File: src/rtl/spi_word_sequencer.sv
// Word-level queue in front of an SPI master: buffers TX words, issues one start per word,
// and collects each received word into an RX FIFO.
module spi_word_sequencer #(
    parameter int unsigned WIDTH      = 8,
    parameter int unsigned TX_DEPTH   = 4,
    parameter int unsigned RX_DEPTH   = 4,
    parameter int unsigned GAP_CYCLES = 2,
    parameter int unsigned TIMEOUT    = 256
) (
    input  logic             clk,
    input  logic             reset,
    input  logic             in_valid,
    output logic             in_ready,
    input  logic [WIDTH-1:0] in_data,
    output logic             out_valid,
    input  logic             out_ready,
    output logic [WIDTH-1:0] out_data,
    output logic             m_start,
    output logic [WIDTH-1:0] m_tx_data,
    input  logic             m_done,
    input  logic [WIDTH-1:0] m_rx_data,
    output logic             busy,
    output logic             err_timeout
);
    localparam int unsigned TxAw   = $clog2(TX_DEPTH);
    localparam int unsigned RxAw   = $clog2(RX_DEPTH);
    localparam int unsigned TxCw   = TxAw + 1;
    localparam int unsigned RxCw   = RxAw + 1;
    localparam int unsigned CntMax = (TIMEOUT > GAP_CYCLES) ? TIMEOUT : GAP_CYCLES;
    localparam int unsigned CntW   = $clog2(CntMax + 1);

    localparam logic [TxCw-1:0] TxFull  = TxCw'(TX_DEPTH);
    localparam logic [RxCw-1:0] RxFull  = RxCw'(RX_DEPTH);
    localparam logic [CntW-1:0] TmoLast = CntW'(TIMEOUT - 1);
    localparam logic [CntW-1:0] GapLast = CntW'(GAP_CYCLES - 1);

    typedef enum logic [1:0] {StIdle, StStart, StWait, StGap} state_e;

    localparam state_e AfterXfer = (GAP_CYCLES == 0) ? StIdle : StGap;

    state_e          state_q, state_d;
    logic [CntW-1:0] cnt_q, cnt_d;

    logic [WIDTH-1:0] tx_mem [TX_DEPTH];
    logic [TxAw-1:0]  tx_wr_q, tx_rd_q;
    logic [TxCw-1:0]  tx_cnt_q, tx_cnt_d;
    logic [WIDTH-1:0] rx_mem [RX_DEPTH];
    logic [RxAw-1:0]  rx_wr_q, rx_rd_q;
    logic [RxCw-1:0]  rx_cnt_q, rx_cnt_d;

    logic tx_push, tx_pop, rx_push, rx_pop;

    assign in_ready  = (tx_cnt_q != TxFull);
    assign out_valid = (rx_cnt_q != '0);
    assign tx_push   = in_valid && in_ready;
    assign rx_pop    = out_valid && out_ready;
    assign out_data  = out_valid ? rx_mem[rx_rd_q] : '0;
    assign m_tx_data = (state_q == StStart || state_q == StWait) ? tx_mem[tx_rd_q] : '0;
    assign busy      = (state_q != StIdle) || (tx_cnt_q != '0);

    always_comb begin
        state_d     = state_q;
        cnt_d       = cnt_q;
        m_start     = 1'b0;
        err_timeout = 1'b0;
        tx_pop      = 1'b0;
        rx_push     = 1'b0;
        unique case (state_q)
            StIdle: begin
                // A free RX slot is reserved up front so a completed word is never dropped.
                if (tx_cnt_q != '0 && rx_cnt_q != RxFull) begin
                    state_d = StStart;
                end
            end
            StStart: begin
                m_start = 1'b1;
                cnt_d   = '0;
                state_d = StWait;
            end
            StWait: begin
                cnt_d = cnt_q + CntW'(1);
                if (m_done) begin
                    rx_push = 1'b1;
                    tx_pop  = 1'b1;
                    cnt_d   = '0;
                    state_d = AfterXfer;
                end else if (cnt_q == TmoLast) begin
                    tx_pop      = 1'b1;
                    err_timeout = 1'b1;
                    cnt_d       = '0;
                    state_d     = AfterXfer;
                end
            end
            StGap: begin
                cnt_d = cnt_q + CntW'(1);
                if (cnt_q == GapLast) begin
                    state_d = StIdle;
                end
            end
            default: state_d = StIdle;
        endcase
    end

    always_comb begin
        tx_cnt_d = tx_cnt_q;
        if (tx_push && !tx_pop) begin
            tx_cnt_d = tx_cnt_q + TxCw'(1);
        end else if (!tx_push && tx_pop) begin
            tx_cnt_d = tx_cnt_q - TxCw'(1);
        end
        rx_cnt_d = rx_cnt_q;
        if (rx_push && !rx_pop) begin
            rx_cnt_d = rx_cnt_q + RxCw'(1);
        end else if (!rx_push && rx_pop) begin
            rx_cnt_d = rx_cnt_q - RxCw'(1);
        end
    end

    always_ff @(posedge clk) begin
        if (reset) begin
            state_q  <= StIdle;
            cnt_q    <= '0;
            tx_wr_q  <= '0;
            tx_rd_q  <= '0;
            tx_cnt_q <= '0;
            rx_wr_q  <= '0;
            rx_rd_q  <= '0;
            rx_cnt_q <= '0;
        end else begin
            state_q  <= state_d;
            cnt_q    <= cnt_d;
            tx_cnt_q <= tx_cnt_d;
            rx_cnt_q <= rx_cnt_d;
            if (tx_push) tx_wr_q <= tx_wr_q + TxAw'(1);
            if (tx_pop)  tx_rd_q <= tx_rd_q + TxAw'(1);
            if (rx_push) rx_wr_q <= rx_wr_q + RxAw'(1);
            if (rx_pop)  rx_rd_q <= rx_rd_q + RxAw'(1);
        end
    end

    // Storage needs no reset; occupancy is tracked by the counters alone.
    always_ff @(posedge clk) begin
        if (tx_push) tx_mem[tx_wr_q] <= in_data;
        if (rx_push) rx_mem[rx_wr_q] <= m_rx_data;
    end

endmodule

File: config.mk
export PLATFORM = sky130hd
export DESIGN_NAME = spi_word_sequencer
export DESIGN_NICKNAME = d
export VERILOG_FILES = /design/src/rtl/spi_word_sequencer.sv
export SDC_FILE = /design/constraint.sdc
export NUM_CORES = 1
export LEC_CHECK = 0
export ABC_AREA = 1
export ABC_CLOCK_PERIOD_IN_PS = 3330
export CAP_MARGIN = 30
export CORE_ASPECT_RATIO = 1.4
export CORE_MARGIN = 4
export CORE_UTILIZATION = 50
export DETAILED_ROUTE_END_ITERATION = 8
export PLACE_DENSITY = 0.72
export REMOVE_ABC_BUFFERS = 1
export SLEW_MARGIN = 20
export SYNTH_ARGS = -nofsm -noshare
export SYNTH_HDL_FRONTEND = slang
export SYNTH_SLANG_ARGS = --single-unit
File: constraint.sdc
create_clock -name clk -period 3.33 [get_ports clk]
set_input_delay 0.4995 -clock clk [delete_from_list [all_inputs] [get_ports clk]]
set_output_delay 0.4995 -clock clk [all_outputs]
set_load 0.1 [all_outputs]
---- After elaboration in Yosys (flattened, before gate mapping) ----
Memories as Yosys holds them, arrays and structs flattened. A register that Yosys moved wholly into a read port is not among the register bits.
Index checks and enable logic that the tools add are counted.
cells by class
  add/subtract/negate cells ............... 9
  multiply operators ...................... 0
  divide/modulo/power cells ............... 0
  magnitude comparators ................... 0
  equality and inequality tests ........... 10
  shift-type cells ........................ 0
  mux-type cells .......................... 30
  bitwise operators ....................... 0
  reductions and logical operators ........ 21
operators with widths
  operator               count
  $pmux W9 S3            1
  $mux W9                2
  $mux W2                8
  $mux W8                2
  $mux W1                12
  $mux W3                4
  $add A9 B1 Y9 const B  1
  $eq A9 B1 Y1 const B   1
  $eq A9 B8 Y1 const B   1
  $reduce_bool A3 Y1     3
  $add A2 B1 Y2 const B  4
  $pmux W2 S4            1
  $logic_and A1 B1 Y1    7
  $add A3 B1 Y3 const B  2
  $ne A3 B3 Y1 const B   2
  $reduce_bool A2 Y1     3
  $sub A3 B1 Y3 const B  2
  $eq A2 B2 Y1 const B   2
  $logic_not A1 Y1       4
  $ne A2 B2 Y1 const B   2
  $ne A3 B2 Y1 const B   1
  $reduce_and A3 Y1      1
  $eq A2 B1 Y1 const B   1
  $logic_not A2 Y1       1
  $logic_or A1 B1 Y1     2
word-level totals
  bits in registers ....................... 25
  bits in latches ......................... 0
  bits in writable memories ............... 64
  ROM bits ................................ 0
  input port bits ......................... 21
  output and inout port bits .............. 21
  memories ................................ 2
memories
  name    words  width  read ports  clocked after memory_dff  wr ports  line  RTL
  rx_mem  4      8      1           1                         1         47    logic [WIDTH-1:0] rx_mem [RX_DEPTH];
  tx_mem  4      8      1           1                         1         44    logic [WIDTH-1:0] tx_mem [TX_DEPTH];

---- Logic depth before layout (Yosys ltp) ----
Gate-level depths: netlist of run 1.
  depth after elaboration ................. 7
  depth in mapped cells ................... 13
  mapped depth without buffers ............ 13

---- Worst setup path after synthesis of run 1 ----
No wires, ideal clock.
  kind .................................... reg2out
  from .................................... register cnt_q[1]
  to ...................................... output port err_timeout
  arrival time ............................ 3067 ps
  slack ................................... -236 ps
  stages on the path, launching flop included .. 7
  cells stage by stage .................... dfxtp_1 ha_1 nand4_1 nor2_1 ha_1 inv_1 nor3_1
on the way
  word-level cells in the longest chain between the ends .. 4
RTL lines
  what                    line  RTL
  from (decl)             42    logic [CntW-1:0] cnt_q, cnt_d;
  from (signal assigned)  131   cnt_q <= cnt_d;
  $eq A9 B8 Y1            87    end else if (cnt_q == TmoLast) begin
  $mux W1                 87
  $mux W1                 82    if (m_done) begin
  $mux W1                 68    unique case (state_q)
  to (decl)               23    output logic err_timeout
Every way passes these cells.

---- Worst setup path in the final report of run 1 ----
  from .................................... register cnt_q[3]
  to ...................................... output port err_timeout
Same word-level chain as after synthesis.

==> results of run 1 <==
final timing paths:
path	cells past startpoint	slack (ns)	start	end
max reg2reg	12	0.99	cnt_q[0]	tx_cnt_q[2]
max	8	0.77	cnt_q[3]	err_timeout
min	2	0.47	tx_rd_q[1]	flip-flop
min reg2reg	2	0.47	tx_rd_q[1]	flip-flop
metal layers:
metal | GRT usage | up-vias | routed length (um)
met4 | 0.0697 | 0 | 103
li1 | - | 1430 | -
met5 | 0 | - | 0
met3 | 0.0358 | 9 | 315
met2 | 0.301 | 45 | 3930
met1 | 0.193 | 1300 | 3110
cells by family after synthesis:
family / after synthesis / share of synthesized area
compound gates: 88 / 0.110
xor+xnor: 3 / 0.00644
fa+ha+maj: 21 / 0.0681
buf+inv: 61 / 0.0626
flops: 93 / 0.613
simple gates: 141 / 0.139
synthesized netlist by cell type (all sizes together) (3+ instances only):
cell type	n	area share
nor2	94	0.088
edfxtp	64	0.47
inv	50	0.047
o21ai	48	0.061
a21oi	39	0.048
nand2	33	0.031
dfxtp	29	0.14
ha	19	0.058
buf	8	0.013
nand3	7	0.0098
nor3	4	0.0049
xor2	3	0.0064
sequential cells by signal, summed over array words and instances (netlist names), named ones only:
register  flops
tx_rd_q       2
rx_rd_q       2
tx_wr_q       2
rx_mem       32
state_q       2
rx_cnt_q      3
cnt_q         9
tx_cnt_q      3
rx_wr_q       2
tx_mem       32
placed cells by master (no fill, tap or decap), types with 2 or more instances in the layout:
cell and instances:
clkdlybuf4s50_1 20, fa_1 2, inv_1 47, nor2_2 3, nand3_1 6, clkbuf_8 12
edfxtp_1 64, o21ai_0 46, nor3_1 4, xor2_1 3, dfxtp_1 29, nand2_1 32
inv_2 2, a21oi_1 39, nor2_1 91, ha_1 19, buf_4 21, o21ai_2 2
critical path, stage by stage, from the launching register on:
cell and delay (ns):
dfxtp_1 0.39, nand2_1 0.10, nor2_2 0.13, nand4_1 0.12
nor2_1 0.16, ha_1 0.20, inv_1 0.06, nor3_1 0.21
buf_4 0.33
metrics by stage:
stage                     setup WS, ns  area, sq um
after floorplan                 -0.236         4020
after global placement           0.910         4500
after detailed placement         0.838         4500
after CTS                        0.765         4730
after global routing             0.620         4730
final                            0.770         4730
power by group:
| group | internal (uW) | switching, uW | leakage (uW) |
|---|---|---|---|
| logic | 441 | 1670 | 0.000854 |
| clock network | 455 | 371 | 0.000114 |
| registers | 1370 | 105 | 0.000819 |
final cells by class:
cell class | count | area [sq um]
tap | 100 | 125
timing repair buffer | 41 | 358
inverter | 51 | 194
clock inverter | 2 | 37.5
clock buffer | 14 | 194
sequential | 93 | 2500
multi-input combinational | 253 | 1320
fill | 659 | 3110
==> impl_metrics.yaml, run 1 <==
logic_synthesis:
  syn_avg_cell_area_sq_um: 10.0
  ys_warn_count: 0
  synth_seq_area_share: 0.613
  synth_async_sr_flop_share: 0
  synth_edf_count: 64
  synth_seq_cells: 93
  synth_cell_types: 27
  syn_inst: 407
  synth-main-ff-cell: "edfxtp_1"
  syn_area_sq_um: 4080
detailed_routing:
  dr.pass1.iters: 4
  routed_wl_um: 7470
  num_vias: 2784
  drtAntennaViolNets: 0
  drc_errors: 0
  first_iter_violations: 117
  viasPerCell: 5.03
  wl_per_cell_um: 13.5
timing:
  worst_pin_slew_ns: 0.803
  drv_slew: 0
  final.period_utilization: 0.769
  skew_ns: 0.00488
  grt_setup_unrepaired: "false"
  period_minus_slack_ns: 2.56
  fin_tns_setup_ns: 0
  setup_viol: 0
  fmaxAchievable_ghz: 0.391
  final_hold_viol_count: 0
  whs_ns: 0.473
  max-slew-margin-rel: 0.463
critical_path:
  worstPathRequired_ns: 2.83
  cp_max_fo: 3
  path_class: "flip-flop to primary output"
  critPathCaptureType: "primary output"
  startpoint_type: "flip-flop"
  cp.arrival_ns: 2.06
grt:
  track_usage: 0.167
  grt_pass1_wl_um: 12700
  grt_pass1_vias: 2772
  grt_start_max_net_pins: 18
  grt_overflow: 0
  grt_antenna_before_repair: 0
clock_network:
  insertion_delay_ns: 0.35
  cts_buffer_depth: 2
  cts_root_buf: "clkbuf_8"
  cts_num_sinks: 93
  cts_setup_buffers: 0
  htreeDepth: 3
  tritoncts: "done"
  path_clk_slew_ns: 0.08
  post_cts_resized: 0
  postCtsHoldBufs: 0
  numCtsBuffers: 9
floorplan:
  die_h_um: 115
  start_util: 0.520
  dieArea_sq_um: 9690
  io_pins: 42
  die_w_um: 84.3
  core_sq_um: 7850
  row_count: 38
power_and_ir_drop:
  powerDensity_nw_per_um2: 932
  leakage_uw: 0.00179
  vdd_ir_drop_max_mv: 0.707
  power_uw: 4410
cells_and_area:
  n_antenna_cell: 0
  syn_to_final_growth_pct: 16.0
  utilization: 0.603
  nNetsFinal: 491
  finalNonFillerCells: 554
  drive_above_1_share: 0.101
run:
  maxCapViolCount: 0
worst_hold_path:
  hold_path_class: "flip-flop to flip-flop"
place:
  dp_hpwl_um: 5190
  gp_congestion: 0.833
  dp_cells: 538
  port_buffers: 41
status:
  status: "finished clean"
No activity file was read; power rests on OpenSTA's default activity.
==> inputs of run 2 (changes only) <==
- ABC_CLOCK_PERIOD_IN_PS: 3330 -> 2080
- PLACE_DENSITY: 0.72 -> 0.74
- clock period: 3.33 -> 2.08 ns (I/O delays scaled with it)
==> impl_metrics.yaml, run 2 (synthesis results as in run 1) <==
status:
  status: "complete, but fails checks"
  violations: "negative setup slack"
cells_and_area:
  finalNonFillerCells: 597
  final_common_cell: "nor2_1"
  nNetsFinal: 534
  drive_above_1_share: 0.243
  biggestRegsByFlops: "rx_mem x32, tx_mem x32, cnt_q x9"
  syn_to_final_growth_pct: 32.8
  n_antenna_cell: 0
  layout_common_cells: "nor2_1 (89), edfxtp_1 (64), buf_4 (46)"
detailed_routing:
  first_iter_violations: 143
  num_vias: 3088
  dr.pass1.iters: 5
  drc_errors: 0
  wl_per_cell_um: 14.7
  drtAntennaViolNets: 0
  viasPerCell: 5.17
  routed_wl_um: 8770
grt:
  grt_antenna_before_repair: 0
  grt_pass1_wl_um: 14400
  grt_pass1_vias: 3189
  grt_overflow: 0
  track_usage: 0.191
  grt_start_max_net_pins: 18
critical_path:
  cp.arrival_ns: 2.38
  path_buf_inv: 1
  path_class: "flip-flop to flip-flop"
  crit_path_top_delay_cell: "dfxtp_2"
  reg2reg_from: "cnt_q[1]"
  critPathTopFamily: "adder cells"
  rrSetupSlack_ns: -0.04
  cp_max_fo: 2
  r2r-end: "tx_cnt_q[2]"
  crit_chain: "ha_4 -> nand4_1 -> nor2_2 -> ha_2 -> o21ai_2 -> ha_2 -> inv_2 -> fa_2 -> a21oi_2 -> o21ai_2 -> o21ai_1 -> a21oi_1"
  worstRegToRegCells: 12
  crit_path_max_incr_delay_ns: 0.35
  startpoint_type: "flip-flop"
  worstPathRequired_ns: 2.33
  critPathCaptureType: "flip-flop"
clock_network:
  tritoncts: "done"
  cts_num_sinks: 93
  cts_buffer_depth: 2
  htreeDepth: 3
  numCtsBuffers: 9
  postCtsHoldBufs: 0
  insertion_delay_ns: 0.36
  cts_root_buf: "clkbuf_8"
  path_clk_slew_ns: 0.08
floorplan:
  io_pins: 42
  start_util: 0.520
  dieArea_sq_um: 9690
  row_count: 38
  die_h_um: 115
  die_w_um: 84.3
  core_sq_um: 7850
timing:
  worst_slack_ns: -0.0446
  max-slew-margin-rel: 0.753
  worst_pin_slew_ns: 0.370
  fmaxAchievable_ghz: 0.471
  final_hold_viol_count: 0
  skew_ns: 0.00441
  period_minus_slack_ns: 2.12
  drv_slew: 0
  final.period_utilization: 1.02
  grt_setup_unrepaired: "true"
  setup_viol: 2
place:
  gp_congestion: 0.785
  pre_cts_ws_ns: -0.157
  dp_hpwl_um: 5670
  dp_cells: 562
  port_buffers: 41
worst_hold_path:
  hold_path_class: "flip-flop to flip-flop"
  hp-start: "tx_rd_q[1]"
  min_to: "tx_rd_q[1]"
  min_path_cells: 2
power_and_ir_drop:
  powerDensity_nw_per_um2: 1480
  power_uw: 8010
  leakage_uw: 0.00207
  vdd_ir_drop_max_mv: 1.15
run:
  maxCapViolCount: 0
## run 2: changes by cell type in the layout (fill, tap and decap cells not counted), sizes merged
cell and delta:
buf +43, clkbuf -2, inv +1, bufinv +1
clkinv +1, clkinvlp -1
## run 2: where the power goes
| part | leakage, uW | switching [uW] | internal (uW) | total [uW] |
|---|---|---|---|---|
| Combinational | 0.00114 | 3030 | 1410 | 4430 |
| Clock | 0.000102 | 580 | 677 | 1260 |
| Sequential | 0.000822 | 120 | 2200 | 2320 |
| Total | 0.00207 | 3730 | 4280 | 8010 |
## run 2: timing repair
action | CTS | global route
pin swaps | 11 | 13
setup endpoints to repair | 12 | 21
gates resized for setup | 30 | 29
setup buffers | 20 | 1
cloned | 0 | 0
## run 2: final cells by class
class | count | area, sq um
Clock buffer | 12 | 135
Clock inverter | 4 | 72.6
Fill cell | 539 | 2430
Inverter | 51 | 206
Multi-Input combinational cell | 253 | 1460
Sequential cell | 93 | 2510
Tap cell | 100 | 125
Timing Repair Buffer | 84 | 906
## run 2: metal layers
layer | up-vias | track usage | wire length [um]
li1 | 1513 | - | -
met1 | 1465 | 0.199 | 3370
met2 | 92 | 0.365 | 4760
met3 | 18 | 0.0452 | 429
met4 | 0 | 0.0792 | 205
met5 | - | 0 | 0
## run 2: worst min-delay path, delay by kind of cell (launching register included)
family          cells  cell delay, ns
compound gates      1            0.07
buf+inv             1            0.06
flops               1            0.31
## run 2: worst max path at each step
stage | start | end | slack, ns | cells after the start
floorplan | cnt_q[1] | err_timeout | -1.30 | 6
global placement | cnt_q[0] | tx_cnt_q[2] | -0.1 | 12
detailed placement | cnt_q[0] | tx_cnt_q[2] | -0.16 | 12
CTS | cnt_q[3] | err_timeout | -0.05 | 8
global route | cnt_q[1] | tx_cnt_q[2] | -0.19 | 12
finish | cnt_q[1] | tx_cnt_q[2] | -0.04 | 12
## run 2: metrics by stage
stage	utilization	instance area, sq um	setup TNS (ns)	hold WS, ns
final	0.691	5420	-0.0732	0.472
after global routing	0.691	5420	-0.364	0.506
after detailed placement	0.625	4910	-0.241	0.458
after CTS	0.681	5340	-0.0624	0.472
after floorplan	-	4020	-15.73	0.381
after global placement	0.625	4910	-0.0970	0.449
==> inputs of run 3 (changes only) <==
- ABC_CLOCK_PERIOD_IN_PS: 2080 -> not set
- DONT_BUFFER_PORTS: not set -> 1
- PLACE_DENSITY: 0.74 -> 0.68
==> impl_metrics.yaml, run 3 (synthesis results as in run 1) <==
timing:
  final_hold_viol_count: 0
  worst_pin_slew_ns: 0.572
  fin_tns_setup_ns: -0.0864
  drv_slew: 0
  fmaxAchievable_ghz: 0.463
  whs_ns: 0.0426
  final.period_utilization: 1.04
  period_minus_slack_ns: 2.16
  setup_viol: 2
  skew_ns: 0.0151
  max-slew-margin-rel: 0.618
  grt_setup_unrepaired: "true"
  worst_slack_ns: -0.0791
critical_path:
  critPathTopFamily: "simple AND/OR/NAND/NOR gates"
  critPathCaptureType: "primary output"
  rrSetupSlack_ns: 0.02
  cp.depth: 8
  setup.worst_path.start: "cnt_q[4]"
  startpoint_type: "flip-flop"
  cp.arrival_ns: 1.85
  worstRegToRegCells: 12
  reg2reg_from: "cnt_q[0]"
  worstPathRequired_ns: 1.77
  path_class: "flip-flop to primary output"
  setup.worst_path.end: "err_timeout"
  crit_path_max_incr_delay_ns: 0.35
  crit_path_top_delay_cell: "dfxtp_2"
  path_buf_inv: 2
  r2r-end: "tx_cnt_q[2]"
  crit_chain: "nand2_2 -> nor2_4 -> nand4_1 -> nor2_2 -> ha_2 -> inv_2 -> nor3_4 -> clkbuf_16"
  cp_max_fo: 2
floorplan:
  io_pins: 42
  dieArea_sq_um: 9690
  start_util: 0.520
  die_w_um: 84.3
  die_h_um: 115
  core_sq_um: 7850
  row_count: 38
detailed_routing:
  routed_wl_um: 8460
  wl_per_cell_um: 14.8
  first_iter_violations: 192
  drtAntennaViolNets: 0
  drc_errors: 0
  dr.pass1.iters: 4
  viasPerCell: 5.16
  num_vias: 2941
place:
  gp_congestion: 0.822
  pre_cts_ws_ns: -0.126
  dp_hpwl_um: 5390
  port_buffers: 0
power_and_ir_drop:
  powerDensity_nw_per_um2: 1540
  leakage_uw: 0.00197
  vdd_ir_drop_max_mv: 1.09
cells_and_area:
  syn_to_final_growth_pct: 28.4
  n_antenna_cell: 0
  layout_common_cells: "nor2_1 (90), edfxtp_1 (64), inv_1 (42)"
  biggestRegsByFlops: "rx_mem x32, tx_mem x32, cnt_q x9"
  nNetsFinal: 507
  drive_above_1_share: 0.262
  final_common_cell: "nor2_1"
  fillers: 593
clock_network:
  tritoncts: "done"
  cts_buffer_depth: 2
  htreeDepth: 3
  cts_root_buf: "clkbuf_8"
  insertion_delay_ns: 0.36
  path_clk_slew_ns: 0.09
  numCtsBuffers: 9
  cts_num_sinks: 93
run:
  maxCapViolCount: 0
worst_hold_path:
  hold_path_class: "input pin to flip-flop"
grt:
  grt_pass1_wl_um: 13200
  grt_start_max_net_pins: 18
  track_usage: 0.175
  grt_antenna_before_repair: 0
  grt_pass1_vias: 2987
  grt_overflow: 0
status:
  status: "complete, but fails checks"
  violations: "negative setup slack"
run 3: worst min path at each step:
stage	slack, ns	depth (start not counted)	from	end
after CTS	0.02	0	m_rx_data[3]	rx_mem[1][3]
after global placement	0.38	1	reset	cnt_q[8]
final	0.04	0	in_data[0]	tx_mem[3][0]
after floorplan	0.38	1	reset	cnt_q[8]
after global routing	0.007	0	m_rx_data[2]	rx_mem[0][2]
after detailed placement	0.38	1	reset	cnt_q[8]
run 3: cell type report:
class	count	area, sq um	area share
Clock buffer	9	124	0.0236
Clock inverter	7	65.1	0.0124
Inverter	51	205	0.0392
Multi-Input combinational cell	253	1520	0.290
Sequential cell	93	2520	0.481
Tap cell	100	125	0.0239
Timing Repair Buffer	57	678	0.129
run 3: power by group:
group	leakage (uW)	switching, uW	total, uW	internal (uW)
Sequential	0.000823	147	2350	2210
Combinational	0.00105	3070	4560	1490
Clock	0.0000984	600	1150	549
Total	0.00197	3820	8070	4250
run 3: per-stage QoR:
stage / cell area [sq um] / instances / total power (uW) / utilization
6_report: 5240 / 570 / 8070 / 0.668
4_1_cts: 5110 / 566 / 7830 / 0.651
2_1_floorplan: 4020 / 397 / 5050 / -
5_1_grt: 5240 / 570 / 8440 / 0.668
3_5_place_dp: 4760 / 541 / 6540 / 0.606
3_3_place_gp: 4760 / 541 / 6450 / 0.606
run 3: layer usage:
metal	vias up	GRT usage	share of wire	wire, um
met5	-	0	0	0
met4	0	0.0697	0.019	165
met3	16	0.0523	0.055	467
met2	64	0.319	0.56	4750
met1	1397	0.190	0.36	3070
li1	1464	-	-	-
run 3: timing repair:
action,in CTS,in global routing
gates cloned,0,1
pin swaps,7,8
setup buffers,8,3
hold endpoints to repair,3,0
hold buffers,1,0
setup endpoints to repair,16,16
gates resized for setup,27,39
run 3: worst reg2reg max path, stage by stage, from the launching register on:
cell	delay (ns)
dfxtp_2	0.34
ha_4	0.15
nand4_1	0.13
nor2_2	0.07
ha_2	0.19
o21ai_2	0.14
ha_2	0.19
inv_2	0.04
fa_2	0.34
a21oi_2	0.11
o21ai_1	0.08
o21ai_1	0.12
a21oi_1	0.05
